--- src/rtl/avl_arb_pkg.sv ---
// avl_arb_pkg: shared state encoding and grant codes for the Avalon-MM two-master arbiter.
package avl_arb_pkg;
    typedef enum logic [1:0] {IDLE, OWN0, OWN1} arb_state_t;
    localparam logic [1:0] GRANT_M0 = 2'b01;
    localparam logic [1:0] GRANT_M1 = 2'b10;
endpackage

--- src/rtl/avl_arb_rr_pick.sv ---
// avl_arb_rr_pick: combinational 2-way round-robin picker; on a tie the master that did not own last wins.
module avl_arb_rr_pick
    import avl_arb_pkg::*;
(
    input  logic [1:0] req,
    input  logic       last,
    output logic [1:0] pick
);
    always_comb pick = (&req) ? (last ? GRANT_M0 : GRANT_M1) : req;
endmodule

--- src/rtl/avl_bus_arbiter.sv ---
// avl_bus_arbiter: two-master/one-slave Avalon-MM round-robin arbiter holding the grant until transfer completes.
// Define AVL_ARB_PERF_COUNTERS_EN to add transfer and stall counters.
module avl_bus_arbiter
    import avl_arb_pkg::*;
#(
    parameter int ADDR_W   = 32,
    parameter int DATA_W   = 32,
    parameter bit M1_FIRST = 1'b1
) (
    input  logic                clk,
    input  logic                reset_n,
    input  logic [ADDR_W-1:0]   m0_address,
    input  logic                m0_read,
    input  logic                m0_write,
    input  logic [DATA_W-1:0]   m0_writedata,
    input  logic [DATA_W/8-1:0] m0_byteenable,
    output logic [DATA_W-1:0]   m0_readdata,
    output logic                m0_waitrequest,
    input  logic [ADDR_W-1:0]   m1_address,
    input  logic                m1_read,
    input  logic                m1_write,
    input  logic [DATA_W-1:0]   m1_writedata,
    input  logic [DATA_W/8-1:0] m1_byteenable,
    output logic [DATA_W-1:0]   m1_readdata,
    output logic                m1_waitrequest,
    output logic [ADDR_W-1:0]   s_address,
    output logic                s_read,
    output logic                s_write,
    output logic [DATA_W-1:0]   s_writedata,
    output logic [DATA_W/8-1:0] s_byteenable,
    input  logic [DATA_W-1:0]   s_readdata,
    input  logic                s_waitrequest,
`ifdef AVL_ARB_PERF_COUNTERS_EN
    output logic [31:0]         m0_xfer_count,
    output logic [31:0]         m1_xfer_count,
    output logic [31:0]         stall_count,
`endif
    output logic [1:0]          grant
);
    arb_state_t state_q, state_d;
    logic       last_q, last_d;
    logic       req0, req1, own0, own1;
    logic [1:0] pick;

    assign req0 = m0_read | m0_write;
    assign req1 = m1_read | m1_write;
    assign own0 = state_q == OWN0;
    assign own1 = state_q == OWN1;

    avl_arb_rr_pick u_pick (
        .req  ({req1, req0}),
        .last (last_q),
        .pick (pick)
    );

    always_ff @(posedge clk or negedge reset_n) begin
        if (!reset_n) begin
            state_q <= IDLE;
            last_q  <= ~M1_FIRST;
        end else begin
            state_q <= state_d;
            last_q  <= last_d;
        end
    end

    // A transfer hands straight to the other master when it is waiting, so a switch costs no idle cycle.
    always_comb begin
        state_d = state_q;
        last_d  = last_q;
        case (state_q)
            IDLE: state_d = pick[1] ? OWN1 : pick[0] ? OWN0 : IDLE;
            OWN0: begin
                if (!req0) state_d = IDLE;
                else if (!s_waitrequest) begin
                    last_d  = 1'b0;
                    state_d = req1 ? OWN1 : OWN0;
                end
            end
            OWN1: begin
                if (!req1) state_d = IDLE;
                else if (!s_waitrequest) begin
                    last_d  = 1'b1;
                    state_d = req0 ? OWN0 : OWN1;
                end
            end
            default: state_d = IDLE;
        endcase
    end

    always_comb begin
        grant          = own0 ? GRANT_M0 : own1 ? GRANT_M1 : 2'b00;
        s_address      = own0 ? m0_address : own1 ? m1_address : '0;
        s_read         = own0 ? m0_read : own1 ? m1_read : 1'b0;
        s_write        = own0 ? m0_write : own1 ? m1_write : 1'b0;
        s_writedata    = own0 ? m0_writedata : own1 ? m1_writedata : '0;
        s_byteenable   = own0 ? m0_byteenable : own1 ? m1_byteenable : '0;
        m0_readdata    = own0 ? s_readdata : '0;
        m1_readdata    = own1 ? s_readdata : '0;
        m0_waitrequest = own0 ? s_waitrequest : 1'b1;
        m1_waitrequest = own1 ? s_waitrequest : 1'b1;
    end

`ifdef AVL_ARB_PERF_COUNTERS_EN
    logic [31:0] m0_xfer_q, m0_xfer_d, m1_xfer_q, m1_xfer_d, stall_q, stall_d;

    always_comb begin
        m0_xfer_d = m0_xfer_q + 32'(own0 & req0 & ~s_waitrequest);
        m1_xfer_d = m1_xfer_q + 32'(own1 & req1 & ~s_waitrequest);
        stall_d   = stall_q + 32'((req0 & m0_waitrequest) | (req1 & m1_waitrequest));
    end

    always_ff @(posedge clk or negedge reset_n) begin
        if (!reset_n) begin
            m0_xfer_q <= '0;
            m1_xfer_q <= '0;
            stall_q   <= '0;
        end else begin
            m0_xfer_q <= m0_xfer_d;
            m1_xfer_q <= m1_xfer_d;
            stall_q   <= stall_d;
        end
    end

    assign m0_xfer_count = m0_xfer_q;
    assign m1_xfer_count = m1_xfer_q;
    assign stall_count   = stall_q;
`endif
endmodule

--- config.mk ---
export PLATFORM = sky130hd
export DESIGN_NAME = avl_bus_arbiter
export DESIGN_NICKNAME = d
export VERILOG_FILES = /design/src/rtl/avl_arb_pkg.sv /design/src/rtl/avl_arb_rr_pick.sv /design/src/rtl/avl_bus_arbiter.sv
export SDC_FILE = /design/constraint.sdc
export NUM_CORES = 1
export LEC_CHECK = 0
export CORE_AREA = 2 2 121 123
export CTS_CLUSTER_DIAMETER = 150
export DETAILED_ROUTE_END_ITERATION = 8
export DIE_AREA = 0 0 123 125
export PLACE_DENSITY_LB_ADDON = 0.1
export SLEW_MARGIN = 20
export SYNTH_ARGS = -nofsm -noshare
export SYNTH_HDL_FRONTEND = slang
export SYNTH_HIERARCHICAL = 1
export SYNTH_SLANG_ARGS = --single-unit
--- constraint.sdc ---
create_clock -name clk -period 1.86 [get_ports clk]
set_input_delay 0.465 -clock clk [delete_from_list [all_inputs] [get_ports clk]]
set_output_delay 0.465 -clock clk [all_outputs]
set_load 0.02 [all_outputs]
## Word level (Yosys, flattened, before mapping)

Cells that the tools add are included.

| storage, ports and cells | value |
|---|---|
| flip-flop bits (word level) | 3 |
| output and inout port bits | 138 |
| logic and storage cells | 49 |

| operators by class | value |
|---|---|
| bitwise operators | 2 |
| reductions and logical operators | 5 |
| eq/ne operators | 8 |
| mux-type cells | 32 |

Operators with widths:

| kind | count |
|---|---|
| $mux 32 | 6 |
| $mux 2 | 11 |
| $mux 1 | 11 |
| $mux 4 | 2 |
| $ne 2x2->1 const B | 4 |
| $ne 3x3->1 const B | 2 |
| $pmux 2 s3 | 1 |
| $reduce_and 5->1 | 1 |
| $reduce_and 2->1 | 2 |
| $eq 2x1->1 const B | 1 |
| $eq 2x2->1 const B | 1 |
| $logic_not 2->1 | 1 |
| $or 1x1->1 | 2 |
| $pmux 1 s2 | 1 |
| $reduce_bool 2->1 | 1 |

## Depth between registers and ports, before layout

| depth | value |
|---|---|
| depth after elaboration | 6 |
| gate-level depth with buffers | 6 |
| depth with buffers taken out | 5 |

## Cells and area by module

The synthesis kept the hierarchy.

By module, submodules not included:

| module | area each (um^2) | sequential area each (um^2) | cells each | instances |
|---|---|---|---|---|
| avl_bus_arbiter | 1363.8 | 75.1 | 183 | 1 |
| avl_arb_rr_pick | 18.8 | 0.0 | 3 | 1 |

## Worst setup path after synthesis

Ideal clock, no wire load.

| timing path | value |
|---|---|
| kind | register -> output |
| from | register state_q[0] |
| to | output s_address[0] |
| path slack | 0.132 ns |
| cell stages (with the launch flop) | 5 |
| data arrival time | 1.263 ns |
| required time | 1.395 ns |
| path through | dfrtp_1 -> and2b_1 -> buf_2 -> clkbuf_1 -> a22o_1 |

| on the way | value |
|---|---|
| word-level cells in the longest chain between the ends | 3 |
| elaborated cells between the ends (all ways) | 4 |

Ends and longest elaborated chain:

| what | RTL line | RTL |
|---|---|---|
| from (decl) | avl_bus_arbiter.sv:40 | `arb_state_t state_q, state_d;` |
| from (signal assigned) | avl_bus_arbiter.sv:61 | `state_q <= state_d;` |
| $eq 2x2->1 | avl_bus_arbiter.sv:48 | `assign own1 = state_q == OWN1;` |
| $mux 32 | avl_bus_arbiter.sv:92 | `s_address = own0 ? m0_address : own1 ? m1_address : '0;` |
| $mux 32 (*) | avl_bus_arbiter.sv:92 |  |
| to (decl) | avl_bus_arbiter.sv:26 | `output logic [ADDR_W-1:0] s_address,` |

Every way passes the cells marked *; elsewhere a longest branch is shown, timed or not.

## Worst setup path in the final report

| timing path | value |
|---|---|
| from | register state_q[0] |
| to | output s_address[29] |

The elaborated chain is that of the path after synthesis.

==> run summary <==
Status -> finished, violations left
Failing checks -> negative setup slack
Wire per inst -> 16.4 µm
Drc violations -> 0
EDFF count, synth -> 0
Critical Path End Type -> output port
Tmin final -> 2050 ps
First-pass GRT wire length -> 15600 µm
Yosys warns -> 6
CP top delay family -> buffers and inverters
WP depth -> 4
CP max FO -> 11
Max_slew headroom -> 0.775
Critical Path, Cell by Cell -> and2b_4, buf_6, a22o_1, clkdlybuf4s15_2
Remaining Overflow, GRT -> 0
Total Routing Usage GR -> 0.130
Utilization after layout -> 0.388
Root Driver -> clkbuf_16
Number of library cell types mapped by synthesis -> 22
Crit path largest cell delay -> 380 ps
M3 GR Usage -> 0.0283
CP max-delay cell -> dfrtp_1
Std-Cell Core Area -> 14200 µm²
Class of the worst hold path -> in -> async
Synth top area share -> 0.443
CTS tree -> done
Initial DRT Pass Iterations -> 5
Met1 Track Usage GR -> 0.137
Post-Syn Area -> 1380 µm²
CTS H-tree depth -> 1
Clock Tree Buf Depth -> 2
FFs w/ async S/R, synth -> 1.00
Final worst slack -> -188 ps
N_diodes -> 0
Post-Synthesis Cells -> 186
Crit path launch type -> register
Crit. Startpoint -> state_q[0]
Routed Wire Length -> 11400 µm
CP arrival -> 1580 ps
Critical path buffers and inverters -> 2
Vias in the first global route -> 2703
Post-synth top flop -> dfrtp_1
DR vias/cell -> 4.02
Most numerous cell in the Yosys netlist -> a22o_1
Final Hold Fails -> 0
Fillers -> 1428
Seq/Total Area, Yosys -> 0.0543
Met2 usage -> 0.258
Max Slew Vio Count -> 0
Total power -> 8.12 mW
DRT iter0 DRCs -> 65
RSZ-0062 raised after global routing -> true
Post-Place Setup Slack -> -471 ps
Via count -> 2809
Max Clock Skew -> 4.60 ps
Synth area leader -> a22o_1
FF+latch count, synth -> 3
Power per Cell Area -> 1470 nW/µm²
Layout net count -> 691
Syn nets -> 361
Final hold slack -> 438 ps
Max IR drop VDD -> 0.000586 V
Grt peak-use layer -> met2
GPL Wtd Cong -> 0.793
PortBufs -> 312
Row Count -> 44
Worst reg-to-reg path cell count -> 6
Initial antenna violation count -> 0
Leak -> 2.39 nW
Max Freq -> 488 MHz
CTS Buf Count -> 3
Clk_lat worst skew -> 230 ps
Die Span Y -> 125 µm
Final setup viols -> 103
Die width -> 123 µm
DIE AREA -> 15400 µm²
Synth Area per Inst -> 7.43 µm²
Cells taking the most area after synthesis -> a22o_1 44%, and2_1 29%, dfrtp_1 5.4%
Reg2Reg Launch Point -> state_q[0]
CTS clk-pin slew, worst paths -> 30 ps
Slew of the pin with the lowest slew margin -> 336 ps
Cts-stage hold buffer count -> 0
Clock sinks -> 3
Worst reg2reg setup slack -> 90 ps
Share of layout cells above drive strength 1 -> 0.443
Area grow syn2layout -> 299%
Final period util -> 1.10
Largest net degree at the start of global routing -> 24
WP data required -> 1390 ps
Starting Density -> 0.0973
Hpwl dp -> 8790 µm
Worst setup path end -> s_address[29]
IO Pins -> 313
Top cells by count, synth -> 70 x a22o_1, 64 x and2_1, 10 x buf_2, 10 x clkbuf_1, 4 x buf_6
Critical path type -> reg -> out
Post-route setup TNS -> -9680 ps
Final ANT Viol Nets -> 0
Max-cap violations -> 0
Critical R2R Capture -> state_q[0]
logic make-up after synthesis:
kind of cell | Yosys count | synth area share
and+or+nand+nor | 78 | 0.352
AOI/OAI and AO/OA | 76 | 0.479
DFF | 3 | 0.0543
buffers and inverters | 29 | 0.115
timing repair:
action,in CTS,in global routing
resized for setup,640,162
endpoints found under the setup margin,138,129
cloned,4,4
buffers inserted,5,3
pin swaps,9,30
hold endpoints to repair,0,0
registers in the layout, indices dropped and copies added, names as in the netlist:
| signal | count |
|---|---|
| state_q | 2 |
| last_q | 1 |
power by group:
| group | switching (mW) | total, mW | internal (mW) |
|---|---|---|---|
| Sequential | 0.0307 | 0.130 | 0.0995 |
| Clock | 0.0638 | 0.347 | 0.283 |
| Combinational | 3.46 | 7.64 | 4.18 |
| Total | 3.55 | 8.12 | 4.56 |
cell usage in the layout, fill, tap and decap left out, drive strengths merged:
cell type,count
inv,3
a22o,70
buf,147
nand3,2
nand3b,1
clkdlybuf4s15,25
and2,64
o31ai,1
a2bb2oi,1
nor2,3
dfrtp,3
nand2,1
nor2b,1
clkdlybuf4s50,173
dlygate4sd2,1
nor3b,1
or4b,2
and2b,1
clkbuf,9
o221ai,2
a21boi,2
nand2b,2
worst min path at each step:
stage / start / to / slack [ps] / depth (start not counted)
final: reset_n / state_q[1] / 440 / 1
after global placement: state_q[0] / last_q / 560 / 2
after global routing: reset_n / last_q / 450 / 1
after floorplan: reset_n / last_q / 170 / 0
after CTS: reset_n / last_q / 440 / 1
after detailed placement: state_q[0] / last_q / 570 / 2
worst reg2reg max path, stage by stage (launching register included):
cell and delay (ps):
dfrtp_1 380, and2b_4 370, buf_12 170, buf_16 120, buf_4 120, or4b_1 440
nand3_1 100
final cells by class:
type,count,area [µm²],share of cell area
well taps,184,230,0.0418
clock buffers,4,78.8,0.0143
repair buffers,351,3840,0.696
inverters,3,11.3,0.00204
multi-input cells,154,1280,0.232
flip-flops and latches,3,75.1,0.0136
metrics by stage:
step	area, µm²	instances
5_1_grt	5510	699
4_1_cts	5130	693
2_1_floorplan	1380	186
6_report	5510	699
3_5_place_dp	4880	680
3_3_place_gp	4880	680
metal layers:
metal,vias to the layer above,part of all wire
li1,1353,-
met1,1292,0.35
met4,0,0.0091
met5,-,0
met3,8,0.094
met2,156,0.55
No activity file was read; power rests on OpenSTA's default activity.
